### src/rtl/t07_mem_responder_if.sv
// Wishbone-style single-beat bus between the t07 memory responder and the SRAM/bus fabric.
// The responder uses the master modport. The fabric or bench uses the slave modport.
interface t07_mem_responder_if;
    logic        cyc;
    logic        stb;
    logic        we;
    logic [3:0]  sel;
    logic [31:0] adr;
    logic [31:0] dat_o;
    logic [31:0] dat_i;
    logic        ack;

    modport master (
        output cyc, stb, we, sel, adr, dat_o,
        input  dat_i, ack
    );

    modport slave (
        input  cyc, stb, we, sel, adr, dat_o,
        output dat_i, ack
    );
endinterface

### src/rtl/t07_mem_responder.sv
// Memory-side responder for the t07 CPU: each fetch, read or write request becomes one
// single-beat bus transfer. The CPU is frozen until the transfer acks or times out.
//
// state | meaning
// ------+-----------------------------------------------------------------
// IDLE  | waiting for a request; a legal rwi launches a bus cycle
// WAIT  | bus cycle active; wait for bus_ack or timeout
// DONE  | result valid, freeze low; stale rwi ignored, back to IDLE
module t07_mem_responder #(
    parameter int unsigned TIMEOUT_CYCLES = 255,
    parameter logic [31:0] RESET_INST     = 32'h0000_0013
) (
    input  logic                 clk,
    input  logic                 rst,
    input  logic [2:0]           rwi,
    input  logic [31:0]          addr,
    input  logic [31:0]          wdata,
    output logic [31:0]          inst,
    output logic [31:0]          rdata,
    output logic                 freeze,
    output logic                 err_timeout,
    output logic                 err_illegal,
    t07_mem_responder_if.master  bus
);

    typedef enum logic [1:0] {
        ST_IDLE = 2'd0,
        ST_WAIT = 2'd1,
        ST_DONE = 2'd2
    } state_t;

    typedef enum logic [1:0] {
        KIND_FETCH = 2'd0,
        KIND_READ  = 2'd1,
        KIND_WRITE = 2'd2
    } kind_t;

    localparam logic [2:0]  RWI_IDLE  = 3'b000;
    localparam logic [2:0]  RWI_FETCH = 3'b001;
    localparam logic [2:0]  RWI_READ  = 3'b010;
    localparam logic [2:0]  RWI_WRITE = 3'b100;
    // The counter holds the number of unacked WAIT cycles already spent. This value marks the last allowed one.
    localparam logic [15:0] CNT_LAST  = 16'(TIMEOUT_CYCLES - 1);

    state_t      state_q, state_d;
    kind_t       kind_q, kind_d;
    logic [15:0] cnt_q, cnt_d;
    logic [31:0] inst_q, inst_d;
    logic [31:0] rdata_q, rdata_d;
    logic        err_timeout_q, err_timeout_d;
    logic        err_illegal_q, err_illegal_d;
    logic        bus_cyc_q, bus_cyc_d;
    logic        bus_stb_q, bus_stb_d;
    logic        bus_we_q, bus_we_d;
    logic [31:0] bus_adr_q, bus_adr_d;
    logic [31:0] bus_dat_o_q, bus_dat_o_d;
    logic        rwi_legal;

    assign rwi_legal = (rwi == RWI_FETCH) || (rwi == RWI_READ) || (rwi == RWI_WRITE);

    always_comb begin
        state_d       = state_q;
        kind_d        = kind_q;
        cnt_d         = cnt_q;
        inst_d        = inst_q;
        rdata_d       = rdata_q;
        err_timeout_d = err_timeout_q;
        err_illegal_d = err_illegal_q;
        bus_cyc_d     = bus_cyc_q;
        bus_stb_d     = bus_stb_q;
        bus_we_d      = bus_we_q;
        bus_adr_d     = bus_adr_q;
        bus_dat_o_d   = bus_dat_o_q;

        case (state_q)
            ST_IDLE: begin
                if (rwi_legal) begin
                    bus_adr_d   = addr & 32'hFFFF_FFFC;
                    bus_we_d    = (rwi == RWI_WRITE);
                    bus_dat_o_d = wdata;
                    bus_cyc_d   = 1'b1;
                    bus_stb_d   = 1'b1;
                    cnt_d       = 16'd0;
                    state_d     = ST_WAIT;
                    if (rwi == RWI_FETCH) begin
                        kind_d = KIND_FETCH;
                    end else if (rwi == RWI_READ) begin
                        kind_d = KIND_READ;
                    end else begin
                        kind_d = KIND_WRITE;
                    end
                end else if (rwi != RWI_IDLE) begin
                    err_illegal_d = 1'b1;
                end
            end

            ST_WAIT: begin
                // Ack is checked first, so an ack on the last allowed cycle still completes cleanly.
                if (bus.ack) begin
                    if (kind_q == KIND_FETCH) begin
                        inst_d = bus.dat_i;
                    end else if (kind_q == KIND_READ) begin
                        rdata_d = bus.dat_i;
                    end
                    bus_cyc_d = 1'b0;
                    bus_stb_d = 1'b0;
                    state_d   = ST_DONE;
                end else if (cnt_q == CNT_LAST) begin
                    err_timeout_d = 1'b1;
                    if (kind_q == KIND_FETCH) begin
                        inst_d = RESET_INST;
                    end else if (kind_q == KIND_READ) begin
                        rdata_d = 32'd0;
                    end
                    bus_cyc_d = 1'b0;
                    bus_stb_d = 1'b0;
                    state_d   = ST_DONE;
                end else begin
                    cnt_d = cnt_q + 16'd1;
                end
            end

            ST_DONE: begin
                state_d = ST_IDLE;
            end

            default: begin
                state_d = ST_IDLE;
            end
        endcase
    end

    always_ff @(posedge clk) begin
        if (rst) begin
            state_q       <= ST_IDLE;
            kind_q        <= KIND_FETCH;
            cnt_q         <= 16'd0;
            inst_q        <= RESET_INST;
            rdata_q       <= 32'd0;
            err_timeout_q <= 1'b0;
            err_illegal_q <= 1'b0;
            bus_cyc_q     <= 1'b0;
            bus_stb_q     <= 1'b0;
            bus_we_q      <= 1'b0;
            bus_adr_q     <= 32'd0;
            bus_dat_o_q   <= 32'd0;
        end else begin
            state_q       <= state_d;
            kind_q        <= kind_d;
            cnt_q         <= cnt_d;
            inst_q        <= inst_d;
            rdata_q       <= rdata_d;
            err_timeout_q <= err_timeout_d;
            err_illegal_q <= err_illegal_d;
            bus_cyc_q     <= bus_cyc_d;
            bus_stb_q     <= bus_stb_d;
            bus_we_q      <= bus_we_d;
            bus_adr_q     <= bus_adr_d;
            bus_dat_o_q   <= bus_dat_o_d;
        end
    end

    // Freeze is combinational so that the CPU stalls in the same cycle that it presents the request.
    assign freeze = !rst && (((state_q == ST_IDLE) && rwi_legal) || (state_q == ST_WAIT));

    assign inst        = inst_q;
    assign rdata       = rdata_q;
    assign err_timeout = err_timeout_q;
    assign err_illegal = err_illegal_q;
    assign bus.cyc     = bus_cyc_q;
    assign bus.stb     = bus_stb_q;
    assign bus.we      = bus_we_q;
    assign bus.sel     = 4'hF;
    assign bus.adr     = bus_adr_q;
    assign bus.dat_o   = bus_dat_o_q;

endmodule

### src/flat_wrapper.sv
// flat-port wrapper written by rule: the top's interface ports become plain ports
module t07_mem_responder_flat 
#(
    parameter int unsigned TIMEOUT_CYCLES = 255,
    parameter logic [31:0] RESET_INST     = 32'h0000_0013
)
  (clk, rst, rwi, addr, wdata, inst, rdata, freeze, err_timeout, err_illegal, bus_cyc, bus_stb, bus_we, bus_sel, bus_adr, bus_dat_o, bus_dat_i, bus_ack);
  t07_mem_responder_if bus_i ();
  input  logic clk;
  input  logic rst;
  input  logic [2:0] rwi;
  input  logic [31:0] addr;
  input  logic [31:0] wdata;
  output logic [31:0] inst;
  output logic [31:0] rdata;
  output logic freeze;
  output logic err_timeout;
  output logic err_illegal;
  output wire logic [$bits(bus_i.cyc)-1:0] bus_cyc;
  output wire logic [$bits(bus_i.stb)-1:0] bus_stb;
  output wire logic [$bits(bus_i.we)-1:0] bus_we;
  output wire logic [$bits(bus_i.sel)-1:0] bus_sel;
  output wire logic [$bits(bus_i.adr)-1:0] bus_adr;
  output wire logic [$bits(bus_i.dat_o)-1:0] bus_dat_o;
  input wire logic [$bits(bus_i.dat_i)-1:0] bus_dat_i;
  input wire logic [$bits(bus_i.ack)-1:0] bus_ack;
  assign bus_cyc = bus_i.cyc;
  assign bus_stb = bus_i.stb;
  assign bus_we = bus_i.we;
  assign bus_sel = bus_i.sel;
  assign bus_adr = bus_i.adr;
  assign bus_dat_o = bus_i.dat_o;
  assign bus_i.dat_i = bus_dat_i;
  assign bus_i.ack = bus_ack;
  t07_mem_responder #(.TIMEOUT_CYCLES(TIMEOUT_CYCLES), .RESET_INST(RESET_INST)) u_core (.clk(clk), .rst(rst), .rwi(rwi), .addr(addr), .wdata(wdata), .inst(inst), .rdata(rdata), .freeze(freeze), .err_timeout(err_timeout), .err_illegal(err_illegal), .bus(bus_i));
endmodule
### config.mk
export PLATFORM = sky130hd
export DESIGN_NAME = t07_mem_responder_flat
export DESIGN_NICKNAME = d
export VERILOG_FILES = /design/src/rtl/t07_mem_responder_if.sv /design/src/rtl/t07_mem_responder.sv /design/src/flat_wrapper.sv
export SDC_FILE = /design/constraint.sdc
export NUM_CORES = 1
export LEC_CHECK = 0
export ABC_AREA = 1
export BUFFER_PORTS_ARGS = -buffer_cell sky130_fd_sc_hd__buf_2
export CORE_MARGIN = 2
export CORE_UTILIZATION = 40
export CTS_CLUSTER_SIZE = 8
export DETAILED_ROUTE_END_ITERATION = 7
export PLACE_DENSITY_LB_ADDON = 0.12
export SETUP_SLACK_MARGIN = 0.05
export SLEW_MARGIN = 10
export SYNTH_ARGS = -nofsm -noshare
export SYNTH_HDL_FRONTEND = slang
export SYNTH_SLANG_ARGS = --single-unit
### constraint.sdc
create_clock -name clk -period 1.6 [get_ports clk]
set_input_delay 0.16 -clock clk [delete_from_list [all_inputs] [get_ports clk]]
set_output_delay 0.16 -clock clk [all_outputs]
set_load 0.01 [all_outputs]
# Word level (Yosys, flattened, before mapping)

Index checks and enable logic that the tools add are counted.

$lt $le $gt $ge: 0
Shift operators: 0
Multiply operators: 0
Reductions and logical operators: 19
Div/mod/pow operators: 0
Muxes and demuxes: 24
Equal/unequal tests: 10
Add/sub/neg operators: 1
Bitwise gates (word level): 3

Operators with widths:

| operator                                                                 | count |
|---|---|
| 32-bit 2-to-1 mux                                                        | 10 |
| 16-bit 2-to-1 mux                                                        | 3 |
| 16-bit case mux with 2 select lines                                      | 1 |
| 16-bit by 1-bit adder with 16-bit output (second input constant)         | 1 |
| 16-bit by 8-bit == test with 1-bit output (second input constant)        | 1 |
| 3-bit AND reduction                                                      | 4 |
| 2-bit 2-to-1 mux                                                         | 5 |
| 4-bit AND reduction                                                      | 2 |
| 2-bit by 1-bit == test with 1-bit output (second input constant)         | 2 |
| 2-bit zero test                                                          | 2 |
| 2-bit inequality test (second input constant)                            | 2 |
| 2-bit case mux with 2 select lines                                       | 1 |
| 2-bit AND reduction                                                      | 2 |
| 2-bit nonzero test                                                       | 2 |
| 3-bit by 1-bit == test with 1-bit output (second input constant)         | 1 |
| 3-bit by 2-bit == test with 1-bit output (second input constant)         | 1 |
| 3-bit == test (second input constant)                                    | 1 |
| 1-bit logical OR                                                         | 3 |
| 1-bit 2-to-1 mux                                                         | 3 |
| 3-bit by 2-bit inequality test with 1-bit output (second input constant) | 1 |
| 1-bit inverter                                                           | 3 |
| 3-bit nonzero test                                                       | 1 |
| 1-bit logical AND                                                        | 2 |
| 2-bit by 1-bit inequality test with 1-bit output (second input constant) | 1 |
| 2 further kinds                                                          | 2 |

ROM bits: 0
Memory bits (writable): 0
Latch bits: 0
Word-level logic and storage cells: 68
Register bits: 150
Memories kept: 0
Input bits: 102
Output and inout port bits: 138

# Logic depth before layout (Yosys ltp)

Depth in word-level cells: 6
Depth in mapped cells: 11
Depth with buffers taken out: 10

# Worst setup path before layout

OpenSTA, ideal clock, no wires.

Path kind: register to register
Start point: register u_core.cnt_q[0]
End point: register u_core.inst_q[14] (netlist: u_core.inst[14])
Arrival time: 1.319 ns
Path slack: 0.167 ns
Path buffers: 1
Cell stages (with the launch flop): 11
Cell sequence: dfxtp_1 inv_1 ha_1 nand2_1 nor2_1 nand2_1 nand2_4 nand3_4 buf_4 a21oi_1 nor2_1

Cells in the longest elaborated chain, start to end: 3

Ends and longest elaborated chain:

| element                                   | line                     | text |
|---|---|---|
| start, declared                           | t07_mem_responder.sv:47  | `logic [15:0] cnt_q, cnt_d;` |
| start signal, assigned                    | t07_mem_responder.sv:150 | `cnt_q <= cnt_d;` |
| 16-bit by 8-bit == test with 1-bit output | t07_mem_responder.sv:108 | `end else if (cnt_q == CNT_LAST) begin` |
| 2-bit nonzero test (no source line)       | n/a                      |  |
| 3-bit AND reduction (no source line)      | n/a                      |  |
| end signal, assigned                      | t07_mem_responder.sv:151 | `inst_q <= inst_d;` |
| end, declared                             | t07_mem_responder.sv:48  | `logic [31:0] inst_q, inst_d;` |

No other way between the ends.
A chain may end at the register's enable or synchronous reset.

# Final worst setup path

Start point: register u_core.cnt_q[0]
End point: register u_core.rdata_q[4] (netlist: u_core.rdata[4])

Cells in the longest elaborated chain, start to end: 3

Ends and longest elaborated chain:

| element                                   | line                     | text |
|---|---|---|
| 16-bit by 8-bit == test with 1-bit output | t07_mem_responder.sv:108 |  |
| 2-bit nonzero test (no source line)       | n/a                      |  |
| 4-bit AND reduction (no source line)      | n/a                      |  |
| end signal, assigned                      | t07_mem_responder.sv:152 | `rdata_q <= rdata_d;` |
| end, declared                             | t07_mem_responder.sv:49  | `logic [31:0] rdata_q, rdata_d;` |

No other way between the ends.

==> impl_metrics.tcl <==
set metrics [dict create \
    cp-start-kind "register" \
    grtUsageMet2 0.342 \
    synth_cell_types 27 \
    path_common_cell "nor2_1" \
    status "complete, no violations" \
    hold_depth 3 \
    post-route-util 0.617 \
    grt_pass1_vias 6105 \
    final-setup-viol-count 0 \
    slew_headroom 0.649 \
    ctsLongestPathBuffers 2 \
    peakVddDrop_mv 0.692 \
    ys_seq_area_frac 0.471 \
    grt-ovfl-total 0 \
    firstDrtPassIters 4 \
    die_area_mm2 0.0170 \
    finalCritPeriodShare 0.990 \
    yosys_warnings 0 \
    ant_nets 0 \
    portBuffers 231 \
    final_cell_mix "buf_2, nand2_1, dfxtp_1, inv_1, nand3_1" \
    fmax_mhz 631 \
    min_path_type "input port to register" \
    grt_antenna_before_repair 1 \
    rsz0062_at_grt "yes" \
    max_cap_violations 0 \
    path_class "register to register" \
    fin_cells 1423 \
    drc 0 \
    die-width_um 130 \
    finalCriticalPeriod_ns 1.58 \
    vias_per_cell 4.78 \
    area_growth_pct 52.0 \
    layout.nets 1299 \
    final.setup.worst_slack_ns 0.0155 \
    drive_gt1_frac 0.341 \
    cp-end-kind "register" \
    ys_ff_latch 150 \
    busiest_layer "met2" \
    htreeDepth 4 \
    final_common_cell "buf_2" \
    crit_required_ns 1.91 \
    cts_sinks 150 \
    grt_use_met3 0.0685 \
    synth.area.top_cells "dfxtp_1, nand2_1, inv_1" \
    rr_worst_depth 10 \
    tightestPinTransition_ns 0.526 \
    cts_root_buf "clkbuf_16" \
    power_leakage_uw 0.00477 \
    fp-row-count 46 \
    pre_cts_ws_ns 0.0409 \
    diodes 0 \
    gp_congestion 0.847 \
    crit_arrival_ns 1.89 \
    fin_skew_ns 0.00965 \
    vias 6802 \
    powerDensity_mw_per_mm2 959 \
    path_cells "inv_2, ha_4, nand2_2, nor2_1, nand2_1, nand2_4, nand3_4, clkbuf_16, a21oi_2, nor2_1" \
    yosysTopAreaCell "dfxtp_1" \
    fillers 1386 \
    grt_pass1_wl_um 29300 \
    die_h_um 130 \
    met1_usage 0.275 \
    grt.total_usage 0.217 \
    hold_violations 0 \
    slowest_stage "dfxtp_2" \
    wirelength_um 19800 \
    cp_max_fo 6 \
    synthDominantCellAreaShare 0.471 \
    routedWlPerCell_um 13.9 \
    cts_tree "done" \
    grt_start_max_net_pins 64 \
    clk_pin_slew_ns 0.06 \
    synthesis.area_mm2 0.00638 \
    start_util 0.406 \
    netlist_instances 890 \
    avgSynthCellArea_um2 7.17 \
    place_inst 1316 \
    numCtsBuffers 17 \
    fp.coreArea_mm2 0.0157 \
    place_hpwl_um 12300 \
    drt_iter0_markers 383 \
    clk-insertion-delay-late_ns 0.41 \
    critPathMaxStageDelay_ns 0.33 \
    slew_violations 0 \
    io_pins 240 \
]
==> routing by layer <==
layer | wire length, µm | share of wire | up-vias
met3 | 1570 | 0.079 | 20
met2 | 9290 | 0.47 | 242
met5 | 13 | 0.00066 | -
met4 | 278 | 0.014 | 2
met1 | 8640 | 0.44 | 3080
li1 | - | - | 3458
==> stage by stage <==
stage | setup TNS, ns | instance area [µm²] | total power [µW] | hold slack, ns
2_1_floorplan | 0 | 6390 | 4680 | 0.303
3_3_place_gp | 0 | 7920 | 5170 | 0.411
3_5_place_dp | 0 | 7920 | 5170 | 0.413
4_1_cts | 0 | 9160 | 9270 | 0.000411
5_1_grt | -0.867 | 9700 | 9690 | 0.0243
6_report | 0 | 9700 | 9300 | 0.00879
==> worst max-delay path, delay by kind of cell, from the launching register on <==
family	cells	cell delay [ns]
fa+ha+maj	1	0.13
buf+inv	2	0.29
compound gates	1	0.12
flops	1	0.33
simple gates	6	0.60
==> flip-flops by register name (all words and copies together), names as in the netlist <==
| signal | count |
|---|---|
| u_core.bus.we | 1 |
| u_core.state_q | 2 |
| u_core.err_illegal | 1 |
| u_core.inst | 32 |
| u_core.bus.adr | 30 |
| u_core.rdata | 32 |
| u_core.kind_q | 2 |
| u_core.err_timeout | 1 |
| u_core.bus.dat_o | 32 |
| u_core.bus.cyc | 1 |
| u_core.cnt_q | 16 |
==> worst paths after layout <==
path	start	endpoint	slack, ns
hold / removal	addr[28]	u_core.bus.adr[28]	0.009
setup / recovery	u_core.cnt_q[0]	u_core.rdata[4]	0.02
hold reg to reg	u_core.cnt_q[0]	u_core.cnt_q[0]	0.44
setup reg to reg	u_core.cnt_q[0]	u_core.rdata[4]	0.02
==> cell usage after synthesis <==
| master | count |
|---|---|
| buf_1 | 1 |
| inv_2 | 2 |
| dfxtp_1 | 150 |
| buf_6 | 3 |
| nand3_4 | 2 |
| xnor2_1 | 2 |
| nand2_1 | 177 |
| nor4_1 | 1 |
| ha_1 | 2 |
| buf_4 | 13 |
| and2_1 | 1 |
| nor2_1 | 63 |
| nor3b_1 | 1 |
| nor3_1 | 3 |
| o21a_1 | 2 |
| clkbuf_1 | 43 |
| o21ai_0 | 67 |
| inv_1 | 129 |
| nand2_2 | 4 |
| o31ai_1 | 2 |
| or2_2 | 3 |
| a21oi_1 | 72 |
| conb_1 | 2 |
| nand2_4 | 1 |
| buf_2 | 7 |
| nand4_1 | 53 |
| nand3_1 | 84 |
==> layout make-up <==
type	count	area (µm²)	share of cell area
well taps	216	270	0.0279
inverters	131	493	0.0508
clock buffers	21	470	0.0485
repair buffers	349	2450	0.253
flip-flops and latches	150	3020	0.311
multi-input cells	546	2870	0.296
clock inverters	10	121	0.0125
==> kinds of logic (layout without fill, tap and decap cells) <==
logic type,Yosys count,after routing,share of synthesized area
adder cells (fa/ha/maj),2,2,0.00392
buffers and inverters,198,511,0.129
other,2,6,0.00118
flip-flops,150,150,0.471
XOR/XNOR,2,2,0.00275
AO/OA/AOI/OAI,143,143,0.114
AND/OR/NAND/NOR,393,393,0.279
==> timing repair <==
item,in CTS,in global routing
buffers inserted,1,4
endpoints found under the hold margin,65,0
gates resized for setup,5,101
pin swaps,2,26
cloned,0,8
setup endpoints to repair,48,76
hold buffers,63,0
==> where the power goes <==
part	leakage, µW	switching, µW	total (µW)	internal, µW
logic	0.00327	758	1330	574
registers	0.00122	90.2	3990	3900
clock network	0.000278	1560	3980	2420
Note: power is estimated with default switching activity, not from simulation.
